==> config.mk <==
export PLATFORM = sky130hd
export DESIGN_NAME = uart_tx
export DESIGN_NICKNAME = d
export VERILOG_FILES = /design/src/rtl/uart_pkg.sv /design/src/rtl/uart_baud_tick.sv /design/src/rtl/uart_tx.sv
export SDC_FILE = /design/constraint.sdc
export NUM_CORES = 1
export LEC_CHECK = 0
export CORE_MARGIN = 2
export CORE_UTILIZATION = 49
export CTS_BUF_LIST = sky130_fd_sc_hd__clkbuf_8
export DETAILED_ROUTE_END_ITERATION = 10
export PLACE_DENSITY = 0.82
export SLEW_MARGIN = 20
export SYNTH_ARGS = -nofsm -noshare
export SYNTH_HDL_FRONTEND = slang
export SYNTH_SLANG_ARGS = --single-unit
==> constraint.sdc <==
create_clock -name clk -period 1.73 [get_ports clk]
set_input_delay 0.346 -clock clk [delete_from_list [all_inputs] [get_ports clk]]
set_output_delay 0.346 -clock clk [all_outputs]
set_load 0.1 [all_outputs]
==> src/rtl/uart_pkg.sv <==
// Shared UART definitions: frame state encoding and data width, common to TX and RX.
// No logic; types and constants only.
// Not applicable: no handshake lives here.
package uart_pkg;

    localparam int DATA_W = 8;

    typedef enum logic [2:0] {
        IDLE,
        START,
        DATA,
        PARITY,
        STOP
    } uart_state_t;

endpackage

==> src/rtl/uart_baud_tick.sv <==
// Bit-rate clock enable: one-cycle tick every BAUD_DIV clk cycles, restartable by clr.
// Tick asserted while the count sits at BAUD_DIV-1; clr takes effect on the next edge.
// No backpressure: free-running counter.
module uart_baud_tick #(
    parameter int BAUD_DIV = 10
) (
    input  logic clk,
    input  logic rst,
    input  logic clr,
    output logic tick
);

    localparam int CNT_W = (BAUD_DIV < 2) ? 1 : $clog2(BAUD_DIV);
    localparam logic [CNT_W-1:0] LAST = CNT_W'(BAUD_DIV - 1);

    generate
        if (BAUD_DIV < 2) begin : g_bad_div
            $error("uart_baud_tick: BAUD_DIV must be at least 2");
        end
    endgenerate

    logic [CNT_W-1:0] cnt;

    always_ff @(posedge clk or negedge rst) begin
        if (!rst) begin
            cnt <= '0;
        end else if (clr || cnt == LAST) begin
            cnt <= '0;
        end else begin
            cnt <= cnt + CNT_W'(1);
        end
    end

    assign tick = (cnt == LAST);

endmodule

==> src/rtl/uart_tx.sv <==
// UART transmitter: start, 8 data bits LSB-first, optional even parity, 1 or 2 stop bits.
// tx goes low one cycle after accept; frame = (10+PARITY_EN+STOP_BITS-1)*BAUD_DIV cycles.
// tx_ready only in IDLE; tx_valid during a frame is held off until the tx_done cycle.
module uart_tx
    import uart_pkg::*;
#(
    parameter int CLK_FRQ   = 100,
    parameter int BAUD_RATE = 10,
    parameter int PARITY_EN = 0,
    parameter int STOP_BITS = 1
) (
    input  logic        clk,
    input  logic        rst,
    input  logic [7:0]  tx_data,
    input  logic        tx_valid,
    output logic        tx_ready,
    output logic        tx,
    output logic        tx_busy,
    output logic        tx_done
);

    localparam int BAUD_DIV = CLK_FRQ / BAUD_RATE;
    localparam int BIT_W    = $clog2(DATA_W);

    generate
        if (STOP_BITS != 1 && STOP_BITS != 2) begin : g_bad_stop
            $error("uart_tx: STOP_BITS must be 1 or 2");
        end
    endgenerate

    uart_state_t       state, state_nxt;
    logic [BIT_W-1:0]  bit_cnt, bit_cnt_nxt;
    logic              stop_cnt, stop_cnt_nxt;
    logic [DATA_W-1:0] shift, shift_nxt;
    logic              par, par_nxt;
    logic              tx_nxt;
    logic              done_nxt;
    logic              accept;
    logic              tick;

    assign accept   = tx_valid && (state == IDLE);
    assign tx_ready = (state == IDLE);
    assign tx_busy  = (state != IDLE);

    uart_baud_tick #(
        .BAUD_DIV (BAUD_DIV)
    ) u_baud_tick (
        .clk  (clk),
        .rst  (rst),
        .clr  (accept),
        .tick (tick)
    );

    always_ff @(posedge clk or negedge rst) begin
        if (!rst) begin
            state    <= IDLE;
            bit_cnt  <= '0;
            stop_cnt <= 1'b0;
            shift    <= '0;
            par      <= 1'b0;
            tx       <= 1'b1;
            tx_done  <= 1'b0;
        end else begin
            state    <= state_nxt;
            bit_cnt  <= bit_cnt_nxt;
            stop_cnt <= stop_cnt_nxt;
            shift    <= shift_nxt;
            par      <= par_nxt;
            tx       <= tx_nxt;
            tx_done  <= done_nxt;
        end
    end

    // tx is driven from the next-state decode so each bit lands on the line at its boundary edge.
    always_comb begin
        state_nxt    = state;
        bit_cnt_nxt  = bit_cnt;
        stop_cnt_nxt = stop_cnt;
        shift_nxt    = shift;
        par_nxt      = par;
        tx_nxt       = tx;
        done_nxt     = 1'b0;
        case (state)
            IDLE: begin
                if (tx_valid) begin
                    state_nxt    = START;
                    shift_nxt    = tx_data;
                    par_nxt      = ^tx_data;
                    bit_cnt_nxt  = '0;
                    stop_cnt_nxt = 1'b0;
                    tx_nxt       = 1'b0;
                end
            end
            START: begin
                if (tick) begin
                    state_nxt = DATA;
                    tx_nxt    = shift[0];
                    shift_nxt = {1'b0, shift[DATA_W-1:1]};
                end
            end
            DATA: begin
                if (tick) begin
                    if (bit_cnt == BIT_W'(DATA_W - 1)) begin
                        stop_cnt_nxt = 1'b0;
                        if (PARITY_EN != 0) begin
                            state_nxt = PARITY;
                            tx_nxt    = par;
                        end else begin
                            state_nxt = STOP;
                            tx_nxt    = 1'b1;
                        end
                    end else begin
                        bit_cnt_nxt = bit_cnt + BIT_W'(1);
                        tx_nxt      = shift[0];
                        shift_nxt   = {1'b0, shift[DATA_W-1:1]};
                    end
                end
            end
            PARITY: begin
                if (tick) begin
                    state_nxt    = STOP;
                    stop_cnt_nxt = 1'b0;
                    tx_nxt       = 1'b1;
                end
            end
            STOP: begin
                if (tick) begin
                    tx_nxt = 1'b1;
                    if (stop_cnt == 1'(STOP_BITS - 1)) begin
                        state_nxt = IDLE;
                        done_nxt  = 1'b1;
                    end else begin
                        stop_cnt_nxt = 1'b1;
                    end
                end
            end
            default: begin
                state_nxt = IDLE;
                tx_nxt    = 1'b1;
            end
        endcase
    end

endmodule

# After elaboration in Yosys (flattened, before gate mapping)
# Cells that the tools add are included.
[classes]
add_sub_neg = 2
eq_ne = 15
n_reduce_logical = 13
muxes = 33
[ops]
columns = ["op", "n"]
rows = [
  ["8-bit 2-to-1 mux", 4],
  ["3-bit 2-to-1 mux", 10],
  ["8-bit one-hot mux with 3 select lines", 1],
  ["2-bit != test (second input constant)", 8],
  ["3-bit one-hot mux with 5 select lines", 1],
  ["1-bit 2-to-1 mux", 13],
  ["1-bit one-hot mux with 4 select lines", 2],
  ["4-bit AND reduction", 2],
  ["7-bit AND reduction", 1],
  ["3-bit by 2-bit == test with 1-bit output (second input constant)", 2],
  ["3-bit == test (second input constant)", 2],
  ["3-bit one-hot mux with 2 select lines", 1],
  ["6-bit AND reduction", 1],
  ["3-bit nonzero test", 2],
  ["5-bit AND reduction", 1],
  ["4-bit by 1-bit adder with 4-bit output (second input constant)", 1],
  ["4-bit == test (second input constant)", 1],
  ["4-bit 2-to-1 mux", 1],
  ["4-bit nonzero test", 1],
  ["3-bit by 1-bit adder with 3-bit output (second input constant)", 1],
  ["3-bit by 1-bit == test with 1-bit output (second input constant)", 1],
  ["3-bit zero test", 1],
  ["2-bit by 1-bit != test with 1-bit output (second input constant)", 1],
  ["2-bit nonzero test", 1],
  ["3 further kinds", 3],
]
[word_totals]
in_bits = 11
register_bits = 21
out_inout_bits = 4
elab_cells = 70

# Depth between registers and ports, before layout
[depth]
depth_word = 4
depth_mapped = 7
depth_no_buf = 6

# By module
# A second synthesis with hierarchy kept.
[hier_totals]
hier_cells = 97
hier_area_um2 = 1097.3
[modules_own_cells]
columns = ["mod", "seq_area_each_um2", "area_per_inst_um2", "cells_per_inst", "instances"]
rows = [
  ["uart_tx", 401.6, 893.4, 77, 1],
  ["uart_baud_tick", 100.1, 203.9, 20, 1],
]

# Least setup slack after synthesis
# OpenSTA, ideal clock, no wires.
[synth_timing]
kind = "register -> output"
start = "register state[2]"
end = "output port tx_busy"
arrival_time_ps = 4088
path_stages_with_launch = 4
setup_slack_ps = -2704
n_path_buf = 1
cell_sequence = "dfrtp_1 > clkbuf_1 > nor3_1 > inv_1"
[synth_via]
elab_chain_len = 1
[synth_lines]
columns = ["element", "line", "text"]
rows = [
  ["from (decl)", "uart_tx.sv:31", "uart_state_t state, state_nxt;"],
  ["from (signal assigned)", "uart_tx.sv:64", "state <= state_nxt;"],
  ["3-bit nonzero test", "uart_tx.sv:43", "assign tx_busy = (state != IDLE);"],
  ["to (decl)", "uart_tx.sv:18", "output logic tx_busy,"],
]
# No other way between the ends.

# Final worst setup path
[layout_timing]
start = "register bit_cnt[1]"
end = "register shift[7]"
[layout_via]
elab_chain_len = 3
[layout_lines]
columns = ["element", "line", "text"]
rows = [
  ["from (decl)", "uart_tx.sv:32", "logic [BIT_W-1:0] bit_cnt, bit_cnt_nxt;"],
  ["from (signal assigned)", "uart_tx.sv:65", "bit_cnt <= bit_cnt_nxt;"],
  ["3-bit == test", "uart_tx.sv:103", "if (bit_cnt == BIT_W'(DATA_W - 1)) begin"],
  ["2-bit != test (no source line)", "n/a", ""],
  ["5-bit AND reduction (no source line)", "n/a", ""],
  ["to (signal assigned)", "uart_tx.sv:67", "shift <= shift_nxt;"],
  ["to (decl)", "uart_tx.sv:34", "logic [DATA_W-1:0] shift, shift_nxt;"],
]
# No other way between the ends.
# A chain may end at the register's enable or synchronous reset.

==> summary.md <==
| Metric | Value |
|---|---|
| Instance area after placement | 1340 sq um |
| Global Route Usage Sum | 0.206 |
| CTS Hold Buffers Added | 0 |
| FFs w/ async S/R, synth | 1.00 |
| Die height | 49.5 um |
| Overflow after GRT | 0 |
| Layout cells sized above 1 | 0.358 |
| Status | complete, but fails checks |
| Initial DRC count | 13 |
| P_leak | 0.698 nW |
| Flop pwr share | 0.530 |
| Worst VDD drop | 573 uV |
| Critical path buffers and inverters | 2 |
| Cell Count Post-Placement | 139 |
| Tightest Pin Transition | 0.432 ns |
| TritonRoute pass-1 iters | 4 |
| Routed Antenna Nets | 0 |
| Gate power share | 0.066 |
| Crit path required time | 1.92 ns |
| Startpoint types | flip-flop |
| Final hold vios | 0 |
| Largest net degree at the start of global routing | 21 |
| RSZ-0062 raised after global routing | yes |
| Count of final setup violators | 9 |
| Final worst setup slack | -0.161 ns |
| Warnings, synthesis | 0 |
| Max-Cap Viols | 0 |
| Remaining DRCs | 0 |
| Synth Flop Type | dfrtp_1 |
| Post-Synth XOR/XNOR Area | 0.0172 |
| Critical path data arrival time | 2.08 ns |
| Adder-Cell Fraction of Synth Area | 0.0493 |
| Min cycle time layout | 1.89 ns |
| Post-synthesis mux area share | 0.0800 |
| Synth Area in Compound Gates | 0.165 |
| Critical path capture point type | flip-flop |
| Crit Path Category | reg2reg |
| CTS Root Cell | clkbuf_8 |
| Number of global-route vias before repair | 861 |
| Die width | 49.5 um |
| Wire length per cell | 15.0 um |
| Synth top area share | 0.468 |
| Commonest non-fill, non-tap cells in the layout | dfrtp_1 (19), nor2_1 (13), buf_4 (12) |
| Hpwl dp | 1.47 mm |
| Synth Area in Simple Gates | 0.161 |
| Max incr delay on CP | 0.40 ns |
| Maximum clock path buffer count | 2 |
| Crit-path max FO | 8 |
| Input/output buffers | 14 |
| Slowest-stage cell, CP | dfrtp_1 |
| Fin nets | 139 |
| TritonCTS clock tree | done |
| Post-Layout Inst Area | 1480 sq um |
| Design Power | 0.000902 W |
| Min-Delay Path Class | in2async |
| Routed wire length | 2.25 mm |
| Post-Layout Cell Count | 150 |
| Synth Area per Inst | 10.9 sq um |
| Synth Instances | 93 |
| Slew Viols, Final | 0 |
| Largest family of logic cells by synthesized area | compound AO/OA/AOI/OAI gates |
| Library cells used by synthesis | 32 |
| #FFs+latches synth | 20 |
| Power per cell area | 609 nW/um^2 |
| Placeable Area | 1960 sq um |
| Final Cycle Share | 1.09 |
| Internal power | 0.000709 W |
| Worst Skew | 0.00235 ns |
| CTS Sinks | 20 |
| Initial antenna violation count | 0 |
| CTS Buf Count | 3 |
| P_sw | 0.000193 W |
| CP delay by family, top | simple AND/OR/NAND/NOR gates |
| Worst path cell trace | ha_2 -> ha_4 -> or3b_4 -> a221oi_4 -> buf_6 -> buf_12 -> nand3b_1 -> o21ai_1 |
| Synthesized cell area | 1020 sq um |
| Post-synth top area cell | dfrtp_1 |
| Net Sw Frac | 0.214 |
| Num ports | 15 |
| H-Tree Depth | 1 |
| Power share of the clock group | 0.404 |
| Mapped Nets | 108 |
| GPL Wtd Cong | 0.884 |
| Die area | 2450 sq um |
| Number of enable flip-flop cells after synthesis | 0 |
| Slew headroom | 0.712 |
| Max Clk Rate | 529 MHz |
| Worst-Skew Late Latency | 0.26 ns |
| Vias | 813 |
| Ant. Diodes | 0 |
| First-pass GRT wire length | 3.87 mm |
| Synth top area cells | dfrtp_1 (47%), mux2i_1 (6.9%), nor2_1 (5.5%) |
| Commonest non-fill, non-tap cell in the layout | dfrtp_1 |
| Clk slew on worst S/H paths | 0.07 ns |
| Site Rows | 16 |
| Vias per cell | 5.42 |
| Area delta synth->final | 45.7% |
| Failing checks | setup timing |
| Sequential area share after synthesis | 0.494 |
| Initial core utilization | 0.518 |
## cells by family (layout without fill, tap and decap cells)
| kind of cell | Yosys count | count (layout) |
|---|---|---|
| xor gates and xnor gates | 2 | 2 |
| AOI/OAI and AO/OA | 22 | 22 |
| buffers and inverters | 6 | 36 |
| muxes | 8 | 8 |
| DFF | 20 | 20 |
| and+or+nand+nor | 31 | 31 |
| adders and majority gates | 4 | 4 |
## cell type report
type,instances,area (sq um)
multi-input cells,67,549
flip-flops and latches,20,502
fillers,140,482
repair buffers,29,329
clock buffers,4,55.1
well taps,27,33.8
inverters,3,11.3
## cell usage after synthesis (2+ instances only)
cell	instances
mux2i_1	7
dfrtp_1	19
o21ai_0	3
a21oi_2	2
inv_1	3
ha_1	4
nand2_1	4
a21oi_1	9
nor2_1	15
nand3b_1	3
or2b_1	2
a22o_1	2
## power by group through the flow
stage	Combinational, W	Clock [W]	Sequential, W
finish	0.0000595	0.000364	0.000478
global route	0.0000637	0.000390	0.000479
CTS	0.0000601	0.000362	0.000478
detailed placement	0.0000599	0	0.000487
global placement	0.0000591	0	0.000487
floorplan	0.00000829	0	0.000495
## per-layer routing
metal | up-vias | routed length (um) | share of wire | global-route usage
met5 | - | 0 | 0 | 0
met4 | 0 | 39 | 0.017 | 0.0972
met3 | 4 | 126 | 0.056 | 0.0424
met2 | 33 | 1190 | 0.53 | 0.351
met1 | 394 | 899 | 0.40 | 0.248
li1 | 382 | - | - | -
## flip-flops by register name, summed over array words and instances, names as in the netlist
| name | count |
|---|---|
| bit_cnt | 3 |
| state | 3 |
| u_baud_tick.cnt | 4 |
| tx | 1 |
| tx_done | 1 |
| shift | 8 |
## through the flow
step | setup TNS (ns) | utilization | hold WS, ns | worst slack, ns
after floorplan | -2.45 | - | 0.0504 | -0.686
after global placement | -0.753 | 0.683 | 0.470 | -0.103
after detailed placement | -1.06 | 0.683 | 0.478 | -0.156
after CTS | -0.954 | 0.739 | 0.437 | -0.145
after global routing | -1.80 | 0.754 | 0.465 | -0.231
final | -1.08 | 0.754 | 0.427 | -0.161
## timing repair
item,in CTS,in global routing
gates resized for setup,2,1
pin swaps,4,0
gates cloned,1,0
buffers inserted,3,3
endpoints found under the setup margin,10,9
## worst paths after layout
kind	start	to	slack [ns]	depth (start not counted)
min	rst	bit_cnt[2]	0.43	2
max in group asynchronous	rst	tx	1.04	2
max reg2reg	bit_cnt[1]	shift[7]	-0.16	8
max	bit_cnt[1]	shift[7]	-0.16	8
min reg2reg	u_baud_tick.cnt[0]	u_baud_tick.cnt[0]	0.49	1
min in group clk	u_baud_tick.cnt[0]	u_baud_tick.cnt[0]	0.49	1
(Power assumes the default switching activity.)
